[config.mk]
export PLATFORM = sky130hd
export DESIGN_NAME = fetch_sequencer
export DESIGN_NICKNAME = d
export VERILOG_FILES = /design/src/rtl/fetch_pkg.sv /design/src/rtl/fetch_sequencer.sv
export SDC_FILE = /design/constraint.sdc
export NUM_CORES = 1
export LEC_CHECK = 0
export CAP_MARGIN = 10
export CORE_UTILIZATION = 30
export CTS_CLUSTER_DIAMETER = 150
export DETAILED_ROUTE_END_ITERATION = 16
export GPL_TIMING_DRIVEN = 0
export PLACE_DENSITY_LB_ADDON = 0.3
export SYNTH_ARGS = -nofsm -noshare
export SYNTH_HDL_FRONTEND = slang
export SYNTH_SLANG_ARGS = --single-unit
[constraint.sdc]
create_clock -name clk -period 4.8 [get_ports clk]
set_input_delay 1.2 -clock clk [delete_from_list [all_inputs] [get_ports clk]]
set_output_delay 1.2 -clock clk [all_outputs]
set_load 0.01 [all_outputs]
[src/rtl/fetch_pkg.sv]
// Shared types and constants for the instruction fetch sequencer.
// Fetch states, instruction size and the default reset PC.
package fetch_pkg;

    typedef enum logic [2:0] {
        IDLE,
        REQ,
        WAIT,
        HOLD,
        DROP,
        FAULT
    } state_t;

    localparam int unsigned INSTR_BYTES      = 4;
    localparam logic [31:0] DEFAULT_RESET_PC = 32'h0000_0000;

    function automatic logic [31:0] align_pc(input logic [31:0] pc);
        return {pc[31:2], 2'b00};
    endfunction

endpackage

[src/rtl/fetch_sequencer.sv]
// Fetch PC owner: one imem request in flight, decode handshake, redirects.
// Optional FETCH_MISALIGN_TRAP_EN traps misaligned redirect targets.
module fetch_sequencer
    import fetch_pkg::*;
#(
    parameter logic [31:0] RESET_PC = DEFAULT_RESET_PC
) (
    input  logic        clk,
    input  logic        reset_n,
    input  logic        redirect_valid,
    input  logic [31:0] redirect_pc,
    output logic        imem_req_valid,
    input  logic        imem_req_ready,
    output logic [31:0] imem_req_addr,
    input  logic        imem_rsp_valid,
    input  logic [31:0] imem_rsp_data,
    output logic        if_valid,
    input  logic        if_ready,
    output logic [31:0] if_instr,
    output logic [31:0] if_pc
`ifdef FETCH_MISALIGN_TRAP_EN
    ,
    output logic        misalign_fault,
    output logic [31:0] misalign_addr
`endif
);

    state_t      state;
    logic [31:0] fetch_pc;
    logic [31:0] pc_inc;
    logic [31:0] target;
    state_t      redir_to;
    state_t      drop_exit;

    assign imem_req_valid = (state == REQ);
    assign imem_req_addr  = fetch_pc;
    assign pc_inc         = fetch_pc + 32'(INSTR_BYTES);

`ifdef FETCH_MISALIGN_TRAP_EN
    logic bad_target;

    assign bad_target = |redirect_pc[1:0];
    assign target     = redirect_pc;
    assign redir_to   = bad_target ? FAULT : REQ;
    // a pending fault is entered once the stale response has drained
    assign drop_exit  = misalign_fault ? FAULT : REQ;
`else
    logic unused_lsb;

    assign unused_lsb = ^redirect_pc[1:0];
    assign target     = align_pc(redirect_pc);
    assign redir_to   = REQ;
    assign drop_exit  = REQ;
`endif

    always_ff @(posedge clk or negedge reset_n) begin
        if (!reset_n) begin
            state    <= IDLE;
            fetch_pc <= RESET_PC;
            if_valid <= 1'b0;
            if_instr <= 32'h0;
            if_pc    <= 32'h0;
`ifdef FETCH_MISALIGN_TRAP_EN
            misalign_fault <= 1'b0;
            misalign_addr  <= 32'h0;
`endif
        end else begin
            if (redirect_valid) begin
                fetch_pc <= target;
`ifdef FETCH_MISALIGN_TRAP_EN
                if (bad_target) begin
                    misalign_fault <= 1'b1;
                    misalign_addr  <= redirect_pc;
                end else begin
                    misalign_fault <= 1'b0;
                end
`endif
            end
            unique case (state)
                IDLE: begin
                    state <= redirect_valid ? redir_to : REQ;
                end
                REQ: begin
                    if (redirect_valid)
                        state <= redir_to;
                    else if (imem_req_ready)
                        state <= WAIT;
                end
                WAIT: begin
                    if (redirect_valid) begin
                        state <= imem_rsp_valid ? redir_to : DROP;
                    end else if (imem_rsp_valid) begin
                        if_instr <= imem_rsp_data;
                        if_pc    <= fetch_pc;
                        if_valid <= 1'b1;
                        fetch_pc <= pc_inc;
                        state    <= HOLD;
                    end
                end
                HOLD: begin
                    if (redirect_valid) begin
                        if_valid <= 1'b0;
                        state    <= redir_to;
                    end else if (if_ready) begin
                        if_valid <= 1'b0;
                        state    <= REQ;
                    end
                end
                DROP: begin
                    if (imem_rsp_valid)
                        state <= redirect_valid ? redir_to : drop_exit;
                end
                FAULT: begin
                    if (redirect_valid)
                        state <= redir_to;
                end
                default: begin
                    state <= IDLE;
                end
            endcase
        end
    end

endmodule

==> results of run 1 <==
-- per-stage QoR --
stage | instance area [µm²] | power (mW) | utilization [%]
finish | 6670 | 2.62 | 45.9
global route | 6670 | 2.77 | 45.9
CTS | 6670 | 2.66 | 45.9
detailed placement | 6370 | 1.91 | 43.8
global placement | 6340 | 1.89 | 43.7
floorplan | 4470 | 1.42 | -
-- routing by layer --
layer	vias to the layer above	global-route usage (%)	part of all wire, %
li1	1752	-	-
met1	1756	20.8	42
met2	170	26.3	47
met3	18	5.22	9.4
met4	0	8.33	2.2
met5	-	0	0
-- placed cells by master, fill, tap and decap left out, drive strengths merged, types with 2 or more instances in the layout --
cell type / Yosys / layout
nor2: 20 / 20
xnor2: 3 / 3
nand3: 12 / 12
and2: 2 / 2
nor4: 2 / 2
or3: 6 / 6
or4: 18 / 18
dfrtp: 100 / 100
nand2: 25 / 25
xor2: 5 / 5
nand4: 15 / 15
clkdlybuf4s50: 0 / 163
o21ai: 15 / 15
clkinvlp: 0 / 2
and4: 2 / 2
o31ai: 12 / 12
o21a: 2 / 2
inv: 7 / 7
nor3: 2 / 2
mux2: 64 / 64
clkbuf: 14 / 24
nor2b: 3 / 3
a31oi: 15 / 15
clkinv: 0 / 2
a21oi: 3 / 3
or2: 2 / 2
buf: 9 / 11
and3: 3 / 3
o211ai: 3 / 3
-- cell type report --
type,count,area (µm²),share of cell area (%)
Clock buffer,10,239,3.58
Multi-Input combinational cell,248,1850,27.7
Clock inverter,5,62.6,0.938
Buffer,23,93.8,1.41
Sequential cell,100,2500,37.5
Tap cell,184,230,3.45
Timing Repair Buffer,165,1670,25.0
Inverter,7,26.3,0.394
-- flip-flops by register name (all words and copies together), names as in the netlist --
| register | flops |
|---|---|
| if_instr | 32 |
| if_pc | 32 |
| imem_req_addr | 32 |
| state | 3 |
| if_valid | 1 |
-- power by group --
part	switching, mW	internal, mW	total [mW]
Combinational	0.271	0.475	0.747
Sequential	0.122	1.02	1.14
Clock	0.319	0.417	0.736
-- logic make-up after synthesis --
group,after synthesis,share of synthesized area [%]
AND/OR/NAND/NOR,117,14.8
flip-flops,100,55.9
multiplexers,65,16.3
AO/OA/AOI/OAI,57,8.36
buffers and inverters,30,2.69
XOR/XNOR,8,1.57
adder cells (fa/ha/maj),1,0.280
-- final timing paths --
kind	end	slack [ps]	from	cells past startpoint
worst max-delay path	if_instr[29]$_DFFE_PN0P_	1300	imem_rsp_valid	6
worst max register to register	if_instr[29]$_DFFE_PN0P_	2170	state[0]$_DFFE_PN0P_	5
worst min-delay path	if_pc[22]$_DFFE_PN0P_	510	if_pc[22]$_DFFE_PN0P_	1
max in group asynchronous	imem_req_addr[9]$_DFF_PN0_	3230	reset_n	2
worst min register to register	if_pc[22]$_DFFE_PN0P_	510	if_pc[22]$_DFFE_PN0P_	1
min in group asynchronous	if_pc[22]$_DFFE_PN0P_	880	reset_n	1
-- critical path: stages --
cell and delay [ps]:
clkdlybuf4s50_1 590, nand4bb_4 190, nor2_1 260, buf_1 510
clkbuf_1 560, mux2_2 410
==> impl_results.md, run 1 <==
* Status: finished, final reports clean
* Pre-Repair DR Iteration Count at 4
* Fin cells at 742
* Peak VDD IR at 0.214 mV
* Top-area cell type share of the netlist area at a little under three fifths
* Initial antenna violation count at 0
* Crit path required time at 5030 ps
* Post-route worst setup slack at between 1000 and 1500 ps
* Initial Utilization at between 30% and 40%
* Post-Synthesis Cell Area at 0.00447 mm²
* Slew headroom at 54.8%
* Fillers at roughly 1300
* Max clock buf depth at 2
* Post-Place Cells at 727
* Postcts setup bufs at 0
* Ys flop type: dfrtp_1
* DR WL/cell at roughly 17 µm
* Root buf cell: clkbuf_16
* WS Path Type: primary input to flop
* Die X at 124 µm
* Largest net degree at the start of global routing at 52
* Final Slew Violations at 0
* FFs w/ async S/R, synth at 100%
* Synth top area cells: dfrtp_1 56%, mux2_2 16%, or4_1 2.9%, a31oi_1 2.1%, nand2_1 2.1%
* RSZ-0062 raised after global routing: false
* Area growth syn-to-layout at 49.1%
* Total Nets Final at approximately 630
* Syn_area_per_cell at approximately 12 µm²
* ANT cells at 0
* Final setup skew at 7.32 ps
* Routed via count at 3696
* Synth area leader: dfrtp_1
* Mapped Cells at 378
* Worst Path Arrival at 3730 ps
* Final period util at 72.8%
* Die Y at 124 µm
* Max Clk Rate at 0.286 GHz
* IO Port Bufs at 164
* Distinct cells, synth at 43
* Number of global-route vias before repair at roughly 3700
* Final setup violating endpoints at 0
* Post-route ant nets at 0
* Core Region at 0.0145 mm²
* Hold_ws at roughly 500 ps
* Clk_lat worst skew at 350 ps
* Fin. Hold Viols at 0
* Post-route setup TNS at 0 ps
* Ys Warns at 0
* Pwr Density at 393 mW/mm²
* Global-route usage over all layers at 16.8%
* Routability cong. at 0.821
* First-pass GRT wire length at 19.1 mm
* DIE AREA at 0.0154 mm²
* H-tree depth at 3
* Number of synthesized flops with an enable pin at 0
* Synth Register Bits at 100
* P_leak at 2.70 nW
* Synth cell count leaders: 100 x dfrtp_1, 64 x mux2_2, 25 x nand2_1
* CTS tree: yes
* # clock sinks at 100
* Place WS at between 800 and 900 ps
* Hold buffer count at CTS at 0
* Hold WC Path Type: flop to flop
* Max-cap violations at 0
* Sequential fraction of the synthesis area at 55.9%
* I/O pin count at 168
* Tmin final at about 3500 ps
* Routed WL at ~13 mm
* Vias per inst at 4.98
* Fraction of layout instances using a drive strength above 1 at 16.8%
* Post-CTS resize count at 0
* DRC at 0
* CP Launch Type: primary input
* Clock transition at path regs at 60 ps
* Maximum fanout along the worst path at 10
* Worst-margin pin slew at about 680 ps
* Iteration-0 DRC Markers at 155
* # rows at 44
* Final HPWL DP at 9.25 mm
* Grt total ovfl at 0
* Inserted Clock Buffers at 9
* Mapped Nets at 449
* Crit. End Element: flop
* Top-count cell post-synth: dfrtp_1
Note: power is estimated with default switching activity, not from simulation.
==> run 2: changes to the inputs <==
==> constraint.sdc (replaced) <==
create_clock -name clk -period 3.49 [get_ports clk]
set_input_delay 0.8725 -clock clk [delete_from_list [all_inputs] [get_ports clk]]
set_output_delay 0.8725 -clock clk [all_outputs]
set_load 0.01 [all_outputs]
==> results of run 2 <==
The final DEF is identical to that of run 1. Status: finished, final reports clean.
Among the figures that moved: setup slack after placement 848 ps -> -134 ps; setup slack after layout 1300 ps -> 322 ps; register-to-register setup slack 2170 ps -> 860 ps; total power 2.62 mW -> 3.60 mW; worst IR drop on VDD 0.214 mV -> 0.294 mV
